[src/rtl/refr_row_sequencer.sv]
// Turns per-cycle refresh grants into bank+row refresh commands, paces rounds
// with an interval timer, throttles the scheduler and counts late rounds.
module refr_row_sequencer #(
  parameter int NUMRBNK = 4,
  parameter int BITRBNK = 2,
  parameter int NUMRROW = 64,
  parameter int BITRROW = 6,
  parameter int REFRINT = 256,
  parameter int BITRINT = 8
) (
  input  logic               clk,
  input  logic               rst,
  input  logic               prefr,
  input  logic [BITRBNK-1:0] prfbadr,
  output logic               norefr,
  output logic               rrefr,
  output logic [BITRBNK-1:0] rrfbadr,
  output logic [BITRROW-1:0] rrfradr,
  output logic               rlate,
  output logic [7:0]         rlatecnt
);

  logic [BITRINT-1:0] timer_reg;
  logic [NUMRBNK-1:0] done_reg;
  logic [BITRROW-1:0] rowptr_reg [NUMRBNK];
  logic [NUMRBNK-1:0] hit;
  logic [NUMRBNK-1:0] fin;
  logic [31:0]        badr_ext;
  logic               acc;
  logic               tick;
  logic [BITRROW-1:0] sel_row;

  logic               s1_vld_reg;
  logic [BITRBNK-1:0] s1_bank_reg;
  logic [BITRROW-1:0] s1_row_reg;

  // Throttle comes straight from the bitmap flops, never from prefr.
  assign norefr   = &done_reg;
  assign badr_ext = 32'(prfbadr);
  assign acc      = prefr && !norefr && (badr_ext < 32'(NUMRBNK));
  assign tick     = (timer_reg == BITRINT'(REFRINT - 1));
  assign fin      = done_reg | hit;

  generate
    for (genvar gi = 0; gi < NUMRBNK; gi++) begin : g_hit
      assign hit[gi] = acc && (badr_ext == 32'(gi));
    end
  endgenerate

  always_comb begin
    sel_row = '0;
    for (int i = 0; i < NUMRBNK; i++) begin
      if (hit[i]) sel_row = rowptr_reg[i];
    end
  end

  always_ff @(posedge clk) begin
    if (rst) begin
      for (int i = 0; i < NUMRBNK; i++) rowptr_reg[i] <= '0;
    end else begin
      for (int i = 0; i < NUMRBNK; i++) begin
        if (hit[i]) begin
          rowptr_reg[i] <= (rowptr_reg[i] == BITRROW'(NUMRROW - 1)) ?
                           '0 : rowptr_reg[i] + 1'b1;
        end
      end
    end
  end

  always_ff @(posedge clk) begin
    if (rst) begin
      timer_reg   <= '0;
      done_reg    <= '0;
      rlate       <= 1'b0;
      rlatecnt    <= '0;
      s1_vld_reg  <= 1'b0;
      s1_bank_reg <= '0;
      s1_row_reg  <= '0;
      rrefr       <= 1'b0;
      rrfbadr     <= '0;
      rrfradr     <= '0;
    end else begin
      timer_reg <= tick ? '0 : timer_reg + 1'b1;
      // A tick-cycle accept counts for the ending round but its done bit is dropped.
      done_reg  <= tick ? '0 : fin;
      rlate     <= tick && !(&fin);
      if (tick && !(&fin) && (rlatecnt != 8'hff)) rlatecnt <= rlatecnt + 8'd1;

      s1_vld_reg  <= acc;
      s1_bank_reg <= prfbadr;
      s1_row_reg  <= sel_row;
      rrefr       <= s1_vld_reg;
      rrfbadr     <= s1_bank_reg;
      rrfradr     <= s1_row_reg;
    end
  end

endmodule

[config.mk]
export PLATFORM = sky130hd
export DESIGN_NAME = refr_row_sequencer
export DESIGN_NICKNAME = d
export VERILOG_FILES = /design/src/rtl/refr_row_sequencer.sv
export SDC_FILE = /design/constraint.sdc
export NUM_CORES = 1
export LEC_CHECK = 0
export BUFFER_PORTS_ARGS = -buffer_cell sky130_fd_sc_hd__buf_4
export CAP_MARGIN = 20
export CELL_PAD_IN_SITES_DETAIL_PLACEMENT = 1
export CELL_PAD_IN_SITES_GLOBAL_PLACEMENT = 2
export CORE_ASPECT_RATIO = 1.2
export CORE_MARGIN = 2
export CORE_UTILIZATION = 39
export DETAILED_ROUTE_END_ITERATION = 7
export PLACE_DENSITY = 0.88
export SLEW_MARGIN = 20
export SYNTH_ARGS = -nofsm -noshare
export SYNTH_HDL_FRONTEND = slang
export SYNTH_SLANG_ARGS = --single-unit
[constraint.sdc]
create_clock -name clk -period 2 [get_ports clk]
set_input_delay 0.2 -clock clk [delete_from_list [all_inputs] [get_ports clk]]
set_output_delay 0.2 -clock clk [all_outputs]
set_load 0.02 [all_outputs]
# Word-level counts from Yosys, hierarchy flattened
# Memory sizes are Yosys's and may differ from the RTL's.
# Index checks and enable logic that the tools add are counted.
# word_totals
reg_bits	39
ramBits	24
input_bits	5
output_inout_bits	19
elab_cells	72
mem_count	1
# classes
n_addsub	6
n_lt_le_gt_ge	1
eq_ne	9
mux	26
n_bitwise	5
n_reduce_logical	14
# mem_list
memory	depth	word_bits	rd	rd_clocked_by_memory_dff	write_ports	line	source
rowptr_reg	4	6	4	0	4	25	logic [BITRROW-1:0] rowptr_reg [NUMRBNK];
# ops
operator	count
$mux 6	12
$logic_not 32->1	1
$add 6x1->6 const B	4
$eq 6x6->1 const B	4
$add 8x1->8 const B	2
$mux 1	14
$eq 8x8->1 const B	1
$logic_and 1x1->1	8
$ne 8x8->1 const B	1
$reduce_and 4->1	2
$eq 2x2->1 const B	2
$or 1x1->1	4
$or 4x4->4	1
$lt 2x3->1 const B	1
$eq 2x1->1 const B	1
$logic_not 1->1	2
$reduce_or 2->1	1

# Depth between registers and ports, before layout
# logic_depth
ltp_word	10
mapped_depth	6
ltp_nobuf	5

# Worst setup path after synthesis
# Ideal clock, no wire load.
# synth_path
path_kind	flip-flop to flip-flop
from	memory rowptr_reg[0][0]
to	memory rowptr_reg[0][2], data pin
setup_time_ns	0.138
t_arrival_ns	1.684
required_time_ns	1.862
path_slack_ns	0.178
path_stages_with_launch	7
n_path_buf	1
period_less_slack_ns	1.822
cell_sequence	edfxtp_1 -> ha_1 -> and3_1 -> a31o_2 -> or4_1 -> clkbuf_1 -> nor2_1
# synth_rtl
element	line
start, declared	25

==> load_flow_metrics.sql <==
INSERT INTO impl_metrics (metric_group, metric, value, unit) VALUES
('placed_design', 'dp_hpwl', '4.26', 'mm'),
('yosys', 'syn_area', '2900', 'sq um'),
('global_routing', 'grt_max_degree', '31', ''),
('sta', 'fin_crit_sh', '94.0', '%'),
('critical_path', 'r2r.worst_path.cells', '5', ''),
('pwr', 'total_leakage_power', '1.31', 'nW'),
('routing', 'route.antenna.remaining_nets', '0', ''),
('yosys', 'sequential_area_share_after_synthesis', '51.8', '%'),
('critical_path', 'worst_r2r_endpoint', 'rowptr_reg[0][1]', ''),
('critical_path', 'worst-endpoint-arrival', '2.08', 'ns'),
('clock_tree', 'cts_tree', 'done', ''),
('cells_and_area', 'final_cell_area', '3400', 'sq um'),
('global_routing', 'global_route_wire_length_before_repair', '10.1', 'mm'),
('critical_path', 'category_of_the_critical_setup_timing_path', 'flop to flop', ''),
('clock_tree', 'clock_insertion_delay_worst_skew', '0.34', 'ns'),
('routing', 'route.detailed.vias_per_inst', '5.12', ''),
('worst_hold_path', 'min_delay_path_depth', '3', ''),
('clock_tree', 'h-tree-depth', '3', ''),
('floorplan', 'effective_utilization_at_floorplan', '40.1', '%'),
('worst_hold_path', 'hold_path_class', 'input pin to flop', ''),
('pwr', 'pd_cells', '830', 'nW/um^2'),
('placed_design', 'placedInstanceArea', '3180', 'sq um'),
('yosys', 'ys_async_sr_fraction', '0', '%'),
('cells_and_area', 'largest_register_ff_count', '24', ''),
('placed_design', 'numPortBuffers', '23', ''),
('routing', 'drt_first_pass_iters', '4', ''),
('yosys', 'postSynthRegisterBits', '63', ''),
('placed_design', 'dp_worst_setup_slack', '0.0347', 'ns'),
('floorplan', 'floorplan.rows', '34', ''),
('clock_tree', 'number_of_sinks_handled_by_clock_tree_synthesis', '63', ''),
('sta', 'unrepaired_setup_endpoints_after_global_routing', 'no', ''),
('cells_and_area', 'area_growth_synth_to_finish', '17.4', '%'),
('cells_and_area', 'design.final.nets', '312', ''),
('worst_hold_path', 'hold-path-endpoint', 'done_reg[1]', ''),
('routing', 'routed_wire_length_per_instance', '15.5', 'microns'),
('global_routing', 'global_route.usage.total', '16.4', '%'),
('pwr', 'power.ir.vdd_worst', '0.483', 'mV'),
('placed_design', 'globalplace.congestion', '0.761', ''),
('yosys', 'synthDistinctLibCells', '42', ''),
('floorplan', 'floorplan_die_area', '8140', 'sq um'),
('floorplan', 'design.portCount', '24', ''),
('sta', 'final-max-slew-violation-count', '0', ''),
('worst_hold_path', 'worst_hold_startpoint', 'prefr', ''),
('cells_and_area', 'antenna_cells_inserted', '0', ''),
('floorplan', 'dieHeight', '98.4', 'microns'),
('cells_and_area', 'final_util', '47.0', '%'),
('global_routing', 'grt_pass1_vias', '2064', ''),
('routing', 'first_iter_violations', '80', ''),
('clock_tree', 'numCtsBuffers', '9', ''),
('sta', 'final_hold_violation_count', '0', ''),
('critical_path', 'setup.reg_to_reg.worst_slack', '0.12', 'ns'),
('cells_and_area', 'final_layout_size_suffix_gt1_share', '21.2', '%'),
('critical_path', 'worstReg2RegStart', 'rowptr_reg[0][0]', ''),
('global_routing', 'antenna_violations_before_repair', '0', ''),
('clock_tree', 'clock-root-buffer', 'sky130_fd_sc_hd__clkbuf_8', ''),
('routing', 'drt-total-wl', '6.13', 'mm'),
('outcome', 'status', 'finished clean', ''),
('clock_tree', 'clock_path_buffers', '2', ''),
('critical_path', 'end_kind', 'flop', ''),
('yosys', 'syn_nets', '283', ''),
('placed_design', 'number_of_cells_after_detailed_placement', '380', ''),
('yosys', 'synth_edf_count', '24', ''),
('sta', 'layout_min_cycle_time', '1.88', 'ns'),
('yosys', 'synthesis.area_per_instance', '10.7', 'sq um'),
('cells_and_area', 'layoutNonFillerInstCount', '396', ''),
('floorplan', 'die_w', '82.7', 'microns'),
('critical_path', 'worst-endpoint-required', '2.20', 'ns'),
('sta', 'worst_slew_margin_relative_to_its_limit', '63.8', '%'),
('critical_path', 'critical_path_maximum_fanout', '6', ''),
('cells_and_area', 'fillCellCount', '812', ''),
('sta', 'timing.final.setup_violations', '0', '');
[power breakdown]
group	switching [mW]	leakage, nW	internal [mW]
logic	0.0998	0.631	0.0845
clock network	0.546	0.109	0.666
registers	0.0455	0.569	1.38
total	0.691	1.31	2.13
[per-stage QoR]
step / power, mW / hold WS (ns)
after floorplan: 1.58 / 0.410
after global placement: 1.63 / 0.415
after CTS: 2.86 / 0.204
after detailed placement: 1.64 / 0.425
final: 2.82 / 0.211
after global routing: 2.93 / 0.225
[logic make-up (layout without fill, tap and decap cells)]
kind of cell             Yosys count  after routing  synth area share [%]
AO/OA/AOI/OAI                     19             19                  5.92
flip-flops                        63             63                  51.8
AND/OR/NAND/NOR                  126            126                  22.4
multiplexers                      13             13                  7.34
adder cells (fa/ha/maj)            6              6                  2.59
XOR/XNOR                          22             22                  6.65
buffers and inverters             23             57                  3.32
[cell type report]
cell class | count | area [sq um] | area share, %
sequential | 63 | 1500 | 44.1
timing repair buffer | 29 | 218 | 6.40
inverter | 12 | 45.0 | 1.32
clock buffer | 10 | 149 | 4.38
multi-input combinational | 186 | 1300 | 38.3
tap | 90 | 113 | 3.31
clock inverter | 6 | 72.6 | 2.13
[per-layer routing]
metal  share of wire (%)  track usage [%]
met4                 1.2             4.92
met1                  47             21.3
met2                  48             26.6
met5                   0                0
met3                 4.0             4.12
[worst max-delay path, stage by stage (launching register included)]
cell and delay (ns):
sky130_fd_sc_hd__edfxtp_1 0.44, sky130_fd_sc_hd__ha_1 0.25, sky130_fd_sc_hd__and3_1 0.21, sky130_fd_sc_hd__a31o_2 0.25, sky130_fd_sc_hd__or4_4 0.46, sky130_fd_sc_hd__nor2_1 0.12
[worst max-delay path by stage]
| stage | start | endpoint | slack, ns | cells after the start |
|---|---|---|---|---|
| finish | rowptr_reg[0][0] | rowptr_reg[0][1] | 0.12 | 5 |
| global route | timer_reg[0] | rlatecnt[2] | 0.04 | 5 |
| CTS | rowptr_reg[0][0] | rowptr_reg[0][1] | 0.009 | 5 |
| detailed placement | rowptr_reg[0][0] | rowptr_reg[0][1] | 0.03 | 5 |
| global placement | rowptr_reg[0][0] | rowptr_reg[0][3] | 0.13 | 5 |
| floorplan | rowptr_reg[0][0] | rowptr_reg[0][2] | 0.18 | 6 |
[synthesized netlist by cell type (all sizes together) (2+ instances only)]
master | count | area share, %
or3 | 2 | 0.43
dfxtp | 39 | 27
nand4 | 7 | 1.5
xor2 | 12 | 3.6
nor2b | 24 | 5.2
nand2 | 10 | 1.3
nor3 | 3 | 0.52
inv | 12 | 1.6
a2111oi | 2 | 1.0
xnor2 | 10 | 3.0
nand3 | 18 | 3.3
mux2 | 6 | 2.3
a31o | 2 | 0.60
nand4b | 2 | 0.60
and3 | 3 | 0.65
mux4 | 6 | 4.7
a211oi | 2 | 0.52
nor2 | 44 | 5.7
and4 | 3 | 0.91
nand2b | 5 | 1.1
buf | 3 | 0.73
a21oi | 6 | 1.0
ha | 6 | 2.6
edfxtp | 24 | 25
clkbuf | 8 | 1.0
[repair_timing]
item,CTS,global route
resized for setup,0,1
setup endpoints to repair,0,6
buffers inserted,0,0
Power figures use the tool's default switching activity.
